$ cat config.mk
export PLATFORM = sky130hd
export DESIGN_NAME = multicycle_ctrl_flat
export DESIGN_NICKNAME = d
export VERILOG_FILES = /design/src/rtl/cpu_ctrl_pkg.sv /design/src/rtl/multicycle_ctrl_if.sv /design/src/rtl/multicycle_ctrl.sv /design/src/flat_wrapper.sv
export SDC_FILE = /design/constraint.sdc
export NUM_CORES = 1
export LEC_CHECK = 0
export ABC_AREA = 0
export CAP_MARGIN = 15
export CORE_MARGIN = 1.5
export CORE_UTILIZATION = 52
export DETAILED_ROUTE_END_ITERATION = 12
export HOLD_SLACK_MARGIN = 0.15
export PLACE_DENSITY = 0.93
export SLEW_MARGIN = 10
export SYNTH_ARGS = -nofsm -noshare
export SYNTH_HDL_FRONTEND = slang
export SYNTH_SLANG_ARGS = --single-unit
$ cat constraint.sdc
create_clock -name clock -period 4.4 [get_ports clock]
set_clock_uncertainty 0.1 [all_clocks]
set_input_delay 0.44 -clock clock [delete_from_list [all_inputs] [get_ports clock]]
set_output_delay 0.44 -clock clock [all_outputs]
set_load 0.01 [all_outputs]
$ cat src/rtl/cpu_ctrl_pkg.sv
// Shared types and encodings for the multicycle MIPS control path.
package cpu_ctrl_pkg;

  typedef enum logic [3:0] {
    IDLE     = 4'd0,
    FETCH    = 4'd1,
    DECODE   = 4'd2,
    MEM_ADDR = 4'd3,
    MEM_RD   = 4'd4,
    MEM_WB   = 4'd5,
    MEM_WR   = 4'd6,
    EXEC_R   = 4'd7,
    R_WB     = 4'd8,
    EXEC_I   = 4'd9,
    I_WB     = 4'd10,
    BRANCH   = 4'd11,
    JUMP     = 4'd12,
    HALT     = 4'd13
  } state_t;

  localparam logic [5:0] OP_RTYPE = 6'h00;
  localparam logic [5:0] OP_LW    = 6'h23;
  localparam logic [5:0] OP_SW    = 6'h2B;
  localparam logic [5:0] OP_BEQ   = 6'h04;
  localparam logic [5:0] OP_BNE   = 6'h05;
  localparam logic [5:0] OP_J     = 6'h02;
  localparam logic [5:0] OP_ADDI  = 6'h08;
  localparam logic [5:0] OP_ANDI  = 6'h0C;
  localparam logic [5:0] OP_ORI   = 6'h0D;

  localparam logic [1:0] ALU_ADD   = 2'b00;
  localparam logic [1:0] ALU_SUB   = 2'b01;
  localparam logic [1:0] ALU_FUNCT = 2'b10;
  localparam logic [1:0] ALU_LOGIC = 2'b11;

  localparam logic [1:0] SRCB_B       = 2'b00;
  localparam logic [1:0] SRCB_FOUR    = 2'b01;
  localparam logic [1:0] SRCB_IMM     = 2'b10;
  localparam logic [1:0] SRCB_IMM_SH2 = 2'b11;

  localparam logic [1:0] PCSRC_ALU    = 2'b00;
  localparam logic [1:0] PCSRC_ALUOUT = 2'b01;
  localparam logic [1:0] PCSRC_JUMP   = 2'b10;

  // Opcodes that zero-extend their immediate and use the logical ALU path.
  function automatic logic is_logic_imm(input logic [5:0] op);
    return (op == OP_ANDI) || (op == OP_ORI);
  endfunction

endpackage

$ cat src/rtl/multicycle_ctrl_if.sv
// Control/status bundle between the multicycle controller and its datapath.
interface multicycle_ctrl_if #(
  parameter int CNT_W = 32
);
  logic [5:0]       opcode;
  logic             mem_ready;
  logic             pc_write;
  logic             pc_write_cond;
  logic             branch_ne;
  logic             i_or_d;
  logic             mem_read;
  logic             mem_write;
  logic             mem_to_reg;
  logic             ir_write;
  logic             reg_write;
  logic             reg_dst;
  logic             alu_src_a;
  logic             zero_ext;
  logic [1:0]       pc_source;
  logic [1:0]       alu_op;
  logic [1:0]       alu_src_b;
  logic             halted;
  logic             illegal;
  logic [CNT_W-1:0] cycle_count;
  logic [CNT_W-1:0] instr_count;

  modport master (
    input  opcode, mem_ready,
    output pc_write, pc_write_cond, branch_ne, i_or_d, mem_read, mem_write,
           mem_to_reg, ir_write, reg_write, reg_dst, alu_src_a, zero_ext,
           pc_source, alu_op, alu_src_b, halted, illegal, cycle_count, instr_count
  );

  modport slave (
    output opcode, mem_ready,
    input  pc_write, pc_write_cond, branch_ne, i_or_d, mem_read, mem_write,
           mem_to_reg, ir_write, reg_write, reg_dst, alu_src_a, zero_ext,
           pc_source, alu_op, alu_src_b, halted, illegal, cycle_count, instr_count
  );
endinterface

$ cat src/rtl/multicycle_ctrl.sv
// Multicycle MIPS main control FSM: sequences fetch/decode/execute/memory/writeback
// over the shared datapath, with sticky halt status and bring-up counters.
module multicycle_ctrl
  import cpu_ctrl_pkg::*;
#(
  parameter int         CNT_W       = 32,
  parameter logic [5:0] HALT_OPCODE = 6'h3F
) (
  input  logic          clock,
  input  logic          reset_n,
  multicycle_ctrl_if.master bus
);

  state_t           state_q, state_d;
  logic             halted_q, halted_d;
  logic             illegal_q, illegal_d;
  logic [CNT_W-1:0] cycle_q, instr_q;

  always_ff @(posedge clock or negedge reset_n) begin
    if (!reset_n) state_q <= IDLE;
    else          state_q <= state_d;
  end

  always_comb begin
    state_d   = state_q;
    halted_d  = halted_q;
    illegal_d = illegal_q;
    case (state_q)
      IDLE:     state_d = FETCH;
      FETCH:    if (bus.mem_ready) state_d = DECODE;
      DECODE: begin
        case (bus.opcode)
          OP_RTYPE:                  state_d = EXEC_R;
          OP_LW, OP_SW:              state_d = MEM_ADDR;
          OP_BEQ, OP_BNE:            state_d = BRANCH;
          OP_J:                      state_d = JUMP;
          OP_ADDI, OP_ANDI, OP_ORI:  state_d = EXEC_I;
          default: begin
            state_d   = HALT;
            halted_d  = 1'b1;
            illegal_d = (bus.opcode != HALT_OPCODE);
          end
        endcase
      end
      MEM_ADDR: state_d = (bus.opcode == OP_LW) ? MEM_RD : MEM_WR;
      MEM_RD:   if (bus.mem_ready) state_d = MEM_WB;
      MEM_WR:   if (bus.mem_ready) state_d = FETCH;
      EXEC_R:   state_d = R_WB;
      EXEC_I:   state_d = I_WB;
      MEM_WB, R_WB, I_WB, BRANCH, JUMP: state_d = FETCH;
      HALT:     state_d = HALT;
      default:  state_d = IDLE;
    endcase
  end

  always_ff @(posedge clock or negedge reset_n) begin
    if (!reset_n) begin
      halted_q  <= 1'b0;
      illegal_q <= 1'b0;
      cycle_q   <= '0;
      instr_q   <= '0;
    end else begin
      halted_q  <= halted_d;
      illegal_q <= illegal_d;
      if (state_q != IDLE && state_q != HALT) cycle_q <= cycle_q + CNT_W'(1);
      if (state_q == FETCH && bus.mem_ready)  instr_q <= instr_q + CNT_W'(1);
    end
  end

  // Moore decode; only the FETCH IR/PC strobes look at mem_ready.
  always_comb begin
    bus.pc_write      = 1'b0;
    bus.pc_write_cond = 1'b0;
    bus.branch_ne     = 1'b0;
    bus.i_or_d        = 1'b0;
    bus.mem_read      = 1'b0;
    bus.mem_write     = 1'b0;
    bus.mem_to_reg    = 1'b0;
    bus.ir_write      = 1'b0;
    bus.reg_write     = 1'b0;
    bus.reg_dst       = 1'b0;
    bus.alu_src_a     = 1'b0;
    bus.zero_ext      = 1'b0;
    bus.pc_source     = PCSRC_ALU;
    bus.alu_op        = ALU_ADD;
    bus.alu_src_b     = SRCB_B;
    case (state_q)
      FETCH: begin
        bus.mem_read  = 1'b1;
        bus.alu_src_b = SRCB_FOUR;
        bus.ir_write  = bus.mem_ready;
        bus.pc_write  = bus.mem_ready;
      end
      DECODE:   bus.alu_src_b = SRCB_IMM_SH2;
      MEM_ADDR: begin
        bus.alu_src_a = 1'b1;
        bus.alu_src_b = SRCB_IMM;
      end
      MEM_RD: begin
        bus.mem_read = 1'b1;
        bus.i_or_d   = 1'b1;
      end
      MEM_WB: begin
        bus.reg_write  = 1'b1;
        bus.mem_to_reg = 1'b1;
      end
      MEM_WR: begin
        bus.mem_write = 1'b1;
        bus.i_or_d    = 1'b1;
      end
      EXEC_R: begin
        bus.alu_src_a = 1'b1;
        bus.alu_op    = ALU_FUNCT;
      end
      R_WB: begin
        bus.reg_write = 1'b1;
        bus.reg_dst   = 1'b1;
      end
      EXEC_I: begin
        bus.alu_src_a = 1'b1;
        bus.alu_src_b = SRCB_IMM;
        bus.zero_ext  = is_logic_imm(bus.opcode);
        bus.alu_op    = is_logic_imm(bus.opcode) ? ALU_LOGIC : ALU_ADD;
      end
      I_WB:     bus.reg_write = 1'b1;
      BRANCH: begin
        bus.alu_src_a     = 1'b1;
        bus.alu_op        = ALU_SUB;
        bus.pc_write_cond = 1'b1;
        bus.pc_source     = PCSRC_ALUOUT;
        bus.branch_ne     = (bus.opcode == OP_BNE);
      end
      JUMP: begin
        bus.pc_write  = 1'b1;
        bus.pc_source = PCSRC_JUMP;
      end
      default: ;
    endcase
  end

  assign bus.halted      = halted_q;
  assign bus.illegal     = illegal_q;
  assign bus.cycle_count = cycle_q;
  assign bus.instr_count = instr_q;

endmodule

$ cat src/flat_wrapper.sv
// flat-port wrapper written by rule: the top's interface ports become plain ports
module multicycle_ctrl_flat import cpu_ctrl_pkg::*;
#(
  parameter int         CNT_W       = 32,
  parameter logic [5:0] HALT_OPCODE = 6'h3F
)
  (clock, reset_n, bus_opcode, bus_mem_ready, bus_pc_write, bus_pc_write_cond, bus_branch_ne, bus_i_or_d, bus_mem_read, bus_mem_write, bus_mem_to_reg, bus_ir_write, bus_reg_write, bus_reg_dst, bus_alu_src_a, bus_zero_ext, bus_pc_source, bus_alu_op, bus_alu_src_b, bus_halted, bus_illegal, bus_cycle_count, bus_instr_count);
  multicycle_ctrl_if #(.CNT_W(CNT_W)) bus_i ();
  input  logic clock;
  input  logic reset_n;
  input wire logic [$bits(bus_i.opcode)-1:0] bus_opcode;
  input wire logic [$bits(bus_i.mem_ready)-1:0] bus_mem_ready;
  output wire logic [$bits(bus_i.pc_write)-1:0] bus_pc_write;
  output wire logic [$bits(bus_i.pc_write_cond)-1:0] bus_pc_write_cond;
  output wire logic [$bits(bus_i.branch_ne)-1:0] bus_branch_ne;
  output wire logic [$bits(bus_i.i_or_d)-1:0] bus_i_or_d;
  output wire logic [$bits(bus_i.mem_read)-1:0] bus_mem_read;
  output wire logic [$bits(bus_i.mem_write)-1:0] bus_mem_write;
  output wire logic [$bits(bus_i.mem_to_reg)-1:0] bus_mem_to_reg;
  output wire logic [$bits(bus_i.ir_write)-1:0] bus_ir_write;
  output wire logic [$bits(bus_i.reg_write)-1:0] bus_reg_write;
  output wire logic [$bits(bus_i.reg_dst)-1:0] bus_reg_dst;
  output wire logic [$bits(bus_i.alu_src_a)-1:0] bus_alu_src_a;
  output wire logic [$bits(bus_i.zero_ext)-1:0] bus_zero_ext;
  output wire logic [$bits(bus_i.pc_source)-1:0] bus_pc_source;
  output wire logic [$bits(bus_i.alu_op)-1:0] bus_alu_op;
  output wire logic [$bits(bus_i.alu_src_b)-1:0] bus_alu_src_b;
  output wire logic [$bits(bus_i.halted)-1:0] bus_halted;
  output wire logic [$bits(bus_i.illegal)-1:0] bus_illegal;
  output wire logic [$bits(bus_i.cycle_count)-1:0] bus_cycle_count;
  output wire logic [$bits(bus_i.instr_count)-1:0] bus_instr_count;
  assign bus_i.opcode = bus_opcode;
  assign bus_i.mem_ready = bus_mem_ready;
  assign bus_pc_write = bus_i.pc_write;
  assign bus_pc_write_cond = bus_i.pc_write_cond;
  assign bus_branch_ne = bus_i.branch_ne;
  assign bus_i_or_d = bus_i.i_or_d;
  assign bus_mem_read = bus_i.mem_read;
  assign bus_mem_write = bus_i.mem_write;
  assign bus_mem_to_reg = bus_i.mem_to_reg;
  assign bus_ir_write = bus_i.ir_write;
  assign bus_reg_write = bus_i.reg_write;
  assign bus_reg_dst = bus_i.reg_dst;
  assign bus_alu_src_a = bus_i.alu_src_a;
  assign bus_zero_ext = bus_i.zero_ext;
  assign bus_pc_source = bus_i.pc_source;
  assign bus_alu_op = bus_i.alu_op;
  assign bus_alu_src_b = bus_i.alu_src_b;
  assign bus_halted = bus_i.halted;
  assign bus_illegal = bus_i.illegal;
  assign bus_cycle_count = bus_i.cycle_count;
  assign bus_instr_count = bus_i.instr_count;
  multicycle_ctrl #(.CNT_W(CNT_W), .HALT_OPCODE(HALT_OPCODE)) u_core (.clock(clock), .reset_n(reset_n), .bus(bus_i));
endmodule
==> metrics, run 1 <==
Top delay family on crit path flip-flops; Critical Path, Cell by Cell nor4b_1 > nand2_1 > inv_1 > or2_2 > clkdlybuf4s50_1; Net Switching 0.0006855 W; Register Area roughly 1800 um2; commonest non-fill, non-tap cell in the layout clkdlybuf4s50_1; clk sinks 70; initial core utilization 54.06%; largest net degree at the start of global routing 38; RePlAce Congestion 0.8497; Internal roughly 0.0015 W; area grow syn2layout 35.56%; final hold vios 0; via count approximately 2,900; initial antenna violation count 0; sequential area share after synthesis 50.74%; CP max-delay cell dfrtp_1; peak supply drop 362.9 uV; Root Driver clkbuf_8; first-pass GRT wire length about 13,000 um; DRT antenna net count 0; LEAKAGE 1.963 nW; commonest cells after routing, fill and taps aside 91 x clkdlybuf4s50_1, 70 x dfrtp_1, 49 x xnor2_1; area occupied by multi-input gates 1633 um2; Netlist cell types 44; Worst-Skew Late Latency 340 ps; Syn Nets roughly 340; synthesized area per cell 10.40 um2; critical path data required time 3860 ps; FF+latch count, synth 70; Logic pwr share a little under a third; Post-synth EDFFs 0; R2R Setup Slk roughly 2100 ps; Crit path buffers/inverters 2; 1st-iter DRT viols 123; Pwr Total roughly 0.0022 W; power per cell area 460.0 nW/um2; Setup violations, final 0; die area between 7000 and 8000 um2; Worst EP arrival between 2000 and 2500 ps; die width approximately 84 um; CTS clk-pin slew, worst paths 80 ps; CTS buffer count 9; status finished clean; Clock H-tree levels 3; hold_ws about 380 ps; post-layout min period 2871 ps; fmax 348.3 MHz; antenna cells 0; port buffer count 92; Ports 93; maxcap violations 0; share of cells above drive strength 1 7.193%; vias in the first global route 2,787; Pre-Repair DR Iteration Count 4; asr flop ratio synth 100.0%; DRC viols 0; final worst-path cycle share 65.25%; CTS resizes 0; clock power share between 20% and 30%; Total Nets Final 437; Detail Placement HPWL 5603 um; Setup TNS 0 ps; GRT Residual Overflow 0; CTS tree built; Flop pwr share 40.3%; Rows 29; Core Box Area 6386 um2; yosys warns 0; vias per cell 5.691; Worst-Margin Slew 768.0 ps; Hold Path Class reg -> reg; CP endpoint kind output pin; worst setup path category reg -> out; routed len/inst between 15 and 20 um; worst-case clock buffer depth 2; Post-CTS Setup Bufs 0; total wire length 7939 um; CP peak stage delay 700 ps; mapped cell area 3452 um2; RSZ-0062 raised after global routing false; Syn Inst Count between 300 and 400; Startpoint Class register; number of fill cells in the layout 464; die height 84.48 um; switch share between 30% and 40%; Slew HR slightly below 50%; Worst Path Max Fanout 17; fin. max-slew vios 0; Most used DFF post-synth dfrtp_1; Tot GR Track Use 23.37%
[worst paths after layout]
| check | start | endpoint | cells after the start |
|---|---|---|---|
| worst max-delay path | u_core.state_q[0] | bus_pc_write | 5 |
| worst min-delay path | u_core.bus.instr_count[31] | u_core.bus.instr_count[31] | 1 |
| worst max register to register | u_core.state_q[0] | u_core.bus.instr_count[15] | 5 |
| worst min register to register | u_core.bus.instr_count[31] | u_core.bus.instr_count[31] | 1 |
| max in group asynchronous | reset_n | u_core.bus.instr_count[31] | 3 |
| min in group asynchronous | reset_n | u_core.bus.instr_count[18] | 2 |
[power by group through the flow]
| stage | sequential (W) | clock [W] | combinational [W] |
|---|---|---|---|
| global route | 0.000886 | 0.000675 | 0.000709 |
| CTS | 0.000866 | 0.000641 | 0.000657 |
| detailed placement | 0.000879 | 0 | 0.000652 |
| finish | 0.000868 | 0.000633 | 0.000651 |
| floorplan | 0.000847 | 0 | 0.000359 |
| global placement | 0.000871 | 0 | 0.000633 |
[registers in the layout (all words and copies together) (netlist names)]
| signal | flops |
|---|---|
| u_core.bus.cycle_count | 32 |
| u_core.bus.instr_count | 32 |
| u_core.state_q | 4 |
| u_core.bus.halted | 1 |
| u_core.bus.illegal | 1 |
[routing by layer]
metal	wire length [um]	share of wire, %	global-route usage (%)	up-vias
met4	111	1.4	8.944	0
met2	4104	52	38.11	113
li1	-	-	-	1344
met1	3337	42	30.92	1424
met5	0	0	0	-
met3	386	4.9	4.916	10
[final cells by class]
type                            instances  area share, %
Sequential cell                        70          37.43
Clock inverter                          6          2.326
Inverter                                5         0.4011
Clock buffer                           10          2.941
Tap cell                               77          2.059
Timing Repair Buffer                   94          19.95
Multi-Input combinational cell        246          34.89
[logic make-up (layout without fill, tap and decap cells)]
family,Yosys count,count (layout),share of synthesized area [%]
compound gates,23,23,4.169
xor+xnor,62,62,15.73
fa+ha+maj,2,2,0.7248
buf+inv,16,115,1.957
flops,70,70,50.74
mux,4,4,1.269
simple gates,155,155,25.41
[cell usage after synthesis (4+ instances only)]
master    count  area (um2)
o21ai_0       9       45.04
and4_1        9       78.83
nand2_1      33       123.9
nand3_1      23       115.1
nor2_1       24       90.09
xnor2_1      49       429.2
nor3_1        7       35.03
and3_1       14       87.58
inv_1         5       18.77
nand4_1      17       106.4
a21oi_1       4       20.02
xor2_1       13       113.9
dfrtp_1      70        1752
nor3_2        4       40.04
clkbuf_1      6       22.52
nand2b_1      5       31.28
[through the flow]
stage	cell area, um2	std cells	setup WS (ps)	utilization [%]
finish	4679	508	1529	73.28
global route	4679	508	1346	73.28
CTS	4679	508	1518	73.28
detailed placement	4423	491	1676	69.26
global placement	4423	491	1716	69.26
floorplan	3452	332	2477	-
[repair_timing]
| action | in CTS | in global routing |
|---|---|---|
| endpoints found under the setup margin | 0 | 0 |
| hold endpoints to repair | 33 | 0 |
| hold buffers | 1 | 0 |
No activity file was read; power rests on OpenSTA's default activity.
==> inputs of run 2 (changes only) <==
Settings changed: CORE_UTILIZATION 52 to 48, PLACE_DENSITY 0.93 to 0.87.
Clock period 4.4 ns to 2.8 ns, I/O delays scaled along.
==> run 2 against run 1 <==
  * Sequential cell count unchanged
  * Core utilization down 4.8 points
  * Highest routed layer unchanged
  * First-iteration DRC count up 2.4%
  * Combinational power up 72%
  * Cell area up 0.59%
  * Cell count up 4.5%
  * Die area up 8.0%
  * Worst hold slack worse by 12 ps
  * Via count down 2.4%
  * Setup slack worse by 1400 ps
  * Global-route usage down 1.8 points
==> metrics, run 2 (synthesis gave the netlist of run 1 again) <==
maxcap violations 0 (unchanged); CTS clk-pin slew, worst paths 80 ps (about the same); Internal 0.002177 W (+48%); Worst Reg-to-Reg Cells 6 (+1); non-filler cells, final 531 (+4.5%); Total Nets Final 441 (+0.92%); DRT antenna net count 0 (unchanged); initial antenna violation count 0 (unchanged); Final Instance Area 4707 um2 (+0.59%); clk sinks 70 (unchanged); CP peak stage delay 560 ps (-140 ps); Place WS 357.2 ps (-1319 ps); Worst EP arrival 2270 ps (-60 ps); worst r2r src u_core.state_q[1]; peak supply drop 564.9 uV (+56%); Post-CTS Setup Bufs 0 (unchanged); Pre-Repair DR Iteration Count 4 (unchanged); LEAKAGE 1.967 nW (+0.23%); Setup TNS 0 ps (unchanged); via count 2,823 (-2.4%); RSZ-0062 raised after global routing false; Top delay family on crit path simple AND/OR/NAND/NOR gates; fmax 377.9 MHz; clock power share 25.9% (-3.5 points); Detail Placement HPWL 5572 um (-0.56%); CP endpoint kind output pin; routed len/inst 14.58 um (-6.7%); Tot GR Track Use 21.61% (-1.8 points); Core Box Area 6869 um2 (+7.6%); worst setup path category reg -> out; post-route setup slack 153.7 ps (-1375 ps); Critical Path, Cell by Cell nor4b_1 > nand2_1 > inv_1 > or2_2 > clkdlybuf4s50_1; Worst-Skew Late Latency 350 ps (about the same); Net Switching 0.001094 W (+60%); first-pass GRT wire length 13,100 um (-1.8%); Worst-Margin Slew 562.5 ps (-205.5 ps); Startpoint Class register; DRC viols 0 (unchanged); initial core utilization 50.26% (-3.8 points); fin. max-slew vios 0 (unchanged); Ports 93 (unchanged); power per cell area 694.9 nW/um2 (+51%); Root Driver clkbuf_8; Reg-to-Reg End u_core.bus.instr_count[15]; post-cts hold buffer count 1 (unchanged); Rows 30 (+3.4%); Post-Place Cells 514 (+4.7%); area grow syn2layout 36.35%; Slew HR 62.50% (+14 points); CTS buffer count 9 (unchanged); Flop pwr share 39.7% (-0.6 points); share of cells above drive strength 1 8.046% (+0.85 points); commonest cells after routing, fill and taps aside 91 x clkdlybuf4s50_1, 70 x dfrtp_1, 49 x xnor2_1; R2R Setup Slk 710 ps (-1360 ps); Placement Cell Area 4489 um2 (+1.5%); vias per cell 5.316 (-6.6%); die width 87.81 um (+3.9%); vias in the first global route 2,834 (+1.7%); critical path data required time 2420 ps (-1440 ps); largest net degree at the start of global routing 48 (+26%); Setup violations, final 0 (unchanged); Layout Utilization 68.52% (-4.8 points); Hold Path Class in -> async; port buffer count 92 (unchanged); CP max-delay cell dfrtp_1; status finished clean; die height 87.81 um (+3.9%); Clock H-tree levels 3 (unchanged); CTS tree built; 1st-iter DRT viols 126 (+2.4%); final hold vios 0 (unchanged); total wire length 7742 um (-2.5%); CTS resizes 0 (unchanged); final worst-path cycle share a little over nine tenths; die area 7710 um2 (+8.0%); Logic pwr share 34.4% (+4.2 points); switch share 33.45% (+1.6 points); GRT Residual Overflow 0 (unchanged); commonest non-fill, non-tap cell in the layout clkdlybuf4s50_1; Crit path buffers/inverters 2 (unchanged); antenna cells 0 (unchanged); Worst Path Max Fanout 14 (-3); post-layout min period 2646 ps; worst-case clock buffer depth 2 (unchanged); RePlAce Congestion 0.8917 (+4.9%)
[run 2: changes by cell type in the layout (fill, tap and decap cells not counted), sizes merged]
cell	previous run	this run
inv	5	6
clkinvlp	0	1
buf	2	6
clkinv	3	2
bufinv	3	1
clkbuf	10	11
[run 2: worst max path at each step]
stage | from | endpoint | slack, ps | depth (start not counted)
floorplan | u_core.state_q[0] | u_core.bus.cycle_count[7] | 1010 | 5
global placement | bus_opcode[1] | bus_alu_op[0] | 430 | 5
detailed placement | bus_opcode[1] | bus_alu_op[0] | 360 | 5
CTS | u_core.state_q[2] | bus_pc_write | 160 | 5
global route | u_core.state_q[2] | bus_pc_write | 1 | 5
finish | u_core.state_q[2] | bus_pc_write | 150 | 5
[run 2: through the flow]
stage          power, W  hold slack, ps
6_report       0.003271           366.2
5_1_grt        0.003450           402.8
4_1_cts        0.003289           376.8
3_5_place_dp   0.002439           204.4
3_3_place_gp   0.002400           191.3
2_1_floorplan  0.001895          -115.6
[run 2: area by class of cell]
type                    count  area, um2
fillers                   516       2162
flip-flops and latches     70       1752
multi-input cells         246       1633
repair buffers             98      975.9
clock buffers              11      151.4
well taps                  96      120.1
clock inverters             5      56.30
inverters                   5      18.77
[run 2: worst reg2reg max path: stages (launching register included)]
cell and delay [ps]:
dfrtp_1 460, buf_4 210, nand2b_4 190, nor4_4 380, and3_1 350, nand4_1 150, xnor2_1 150
[run 2: metal layers]
layer,wire length [um],track usage (%),part of all wire [%]
met2,3899,36.50,50
met1,3362,27.29,43
met5,0,0,0
met4,112,8.514,1.4
met3,368,4.241,4.8
[run 2: power groups by stage]
stage	registers (W)	clock network (W)	logic, W
6_report	0.00130	0.000847	0.00112
5_1_grt	0.00132	0.000901	0.00122
4_1_cts	0.00130	0.000859	0.00113
3_5_place_dp	0.00132	0	0.00112
3_3_place_gp	0.00131	0	0.00109
2_1_floorplan	0.00133	0	0.000564
==> inputs of run 3 (changes only) <==
Settings changed: CORE_UTILIZATION 48 to 30, PLACE_DENSITY 0.87 to 0.62.
==> run 3 against run 2 <==
  * Via count decreased by 2.3%
  * Worst hold slack about the same
  * Fmax increased by 1.2%
  * Core utilization decreased by 24 points
  * Sequential cell count unchanged
  * Register-to-register slack got worse by 50 ps
  * Sequential share of layout area decreased by 1.7 points
  * Cell area increased by 4.9%
  * Combinational power about the same
  * Count of clock-buffer cells in the layout decreased by 2
  * Largest cell class unchanged
==> metrics, run 3 (synthesis gave the netlist of run 1 again) <==
die area 12,160 um2 (+58%); Tot GR Track Use 13.63% (-8.0 points); status finished clean; hold path cells 1; antenna cells 0 (unchanged); Worst Reg-to-Reg Cells 6 (unchanged); share of cells above drive strength 1 7.834% (-0.21 points); GRT Residual Overflow 0 (unchanged); worst-case clock buffer depth 2 (unchanged); Worst Hold Endpoint u_core.bus.cycle_count[31]; initial core utilization 31.30% (-19 points); maxcap violations 0 (unchanged); commonest cells after routing, fill and taps aside 91 x clkdlybuf4s50_1, 70 x dfrtp_1, 49 x xnor2_1; CTS tree built; Final Instance Area 4938 um2 (+4.9%); Worst-Skew Late Latency 320 ps (-30 ps); Clock H-tree levels 3 (unchanged); fmax 382.6 MHz (+1.2%); critical path data required time 2420 ps (about the same); peak supply drop 393.3 uV (-30%); Reg-to-Reg End u_core.bus.cycle_count[7]; post-layout min period 2614 ps (-32.40 ps); Root Driver clkbuf_16; power per cell area 786.0 nW/um2 (+13%); Startpoint Class register; Worst Path Max Fanout 14 (unchanged); Hold Path Class reg -> reg; final worst-path cycle share 93.35% (-1.2 points); CP endpoint kind output pin; vias in the first global route 2,655 (-6.3%); commonest non-fill, non-tap cell in the layout clkdlybuf4s50_1; area grow syn2layout 43.06%; Pwr Total 0.003881 W (+19%); Ports 93 (unchanged); routed len/inst 13.73 um (-5.9%); Post-CTS Setup Bufs 0 (unchanged); Detail Placement HPWL 5767 um (+3.5%); Setup violations, final 0 (unchanged); Placement Cell Area 4544 um2 (+1.2%); Core Box Area 11,030 um2 (+61%); Rows 38 (+27%); worst setup path category reg -> out; first-pass GRT wire length 12,990 um (-0.85%); port buffer count 92 (unchanged); initial antenna violation count 0 (unchanged); CTS clk-pin slew, worst paths 50 ps (-30 ps); die width 110.3 um (+26%); worst r2r src u_core.state_q[0]; clk sinks 70 (unchanged); DRT antenna net count 0 (unchanged); fin. max-slew vios 0 (unchanged); total wire length 7879 um (+1.8%); Worst-Margin Slew 701.9 ps (+139.3 ps); die height 110.3 um (+26%); LEAKAGE 2.047 nW (+4.1%); Setup TNS 0 ps (unchanged); CTS buffer count 9 (unchanged); RePlAce Congestion 0.7772 (-13%); R2R Setup Slk 660 ps (-50 ps); final hold vios 0 (unchanged); DRC viols 0 (unchanged); Hold Startpoint u_core.bus.cycle_count[31]; RSZ-0062 raised after global routing false; vias per cell 4.807 (-9.6%); Slew HR 53.21% (-9.3 points); Total Nets Final 441 (unchanged); largest net degree at the start of global routing 43 (-10%); 1st-iter DRT viols 103 (-18%); Worst EP arrival 2230 ps (-40 ps); via count 2,759 (-2.3%); Pre-Repair DR Iteration Count 4 (unchanged)
==> run 3: changes by cell type in the layout (fill, tap and decap cells not counted) <==
cell        change
clkinvlp_4      -1
bufinv_16       +4
inv_6           -1
clkbuf_16       +9
clkinv_2        -2
clkbuf_8       -11
clkinv_4        +1
==> run 3: power by group <==
part	internal, W	switching (W)	total [W]
clock network	0.00105	0.000414	0.00146
registers	0.00114	0.000176	0.00132
logic	0.000576	0.000527	0.00110
==> run 3: timing repair <==
action | CTS | global route
gates resized for setup | 0 | 0
hold buffers | 1 | 0
endpoints found under the hold margin | 28 | 0
==> run 3: metrics by stage <==
step	std cells	util (%)	worst slack, ps	hold WS (ps)
after CTS	574	44.77	148.4	373.2
after detailed placement	558	41.20	381.8	268.8
final	574	44.77	186.1	366.1
after floorplan	332	-	1009	-115.6
after global routing	574	44.77	24.23	398.9
after global placement	558	41.20	421.9	264.8
==> run 3: worst max-delay path: stages, from the launching register on <==
cell and delay [ps]:
dfrtp_1 560, nor4b_1 400, nand2_1 170, inv_1 140
or2_2 120, clkdlybuf4s50_1 530
==> run 3: area by class of cell <==
cell class,instances,area [um2]
fillers,1075,6092
flip-flops and latches,70,1752
multi-input cells,246,1633
repair buffers,98,975.9
clock buffers,9,225.2
well taps,140,175.2
clock inverters,6,158.9
inverters,5,18.77
==> run 3: worst max-delay path by stage <==
stage | start | endpoint | slack [ps] | depth (start not counted)
floorplan | u_core.state_q[0] | u_core.bus.cycle_count[7] | 1010 | 5
global placement | bus_opcode[1] | bus_alu_op[1] | 420 | 5
detailed placement | bus_opcode[1] | bus_alu_op[1] | 380 | 5
CTS | u_core.state_q[2] | bus_pc_write | 150 | 5
global route | u_core.state_q[2] | bus_pc_write | 20 | 5
finish | u_core.state_q[2] | bus_pc_write | 190 | 5
==> run 3: routing by layer <==
layer	up-vias	GRT usage, %	share of wire, %
met5	-	0	0
met4	0	5.586	1.8
met3	11	2.939	4.7
met1	1324	17.97	46
met2	66	21.69	48
li1	1358	-	-
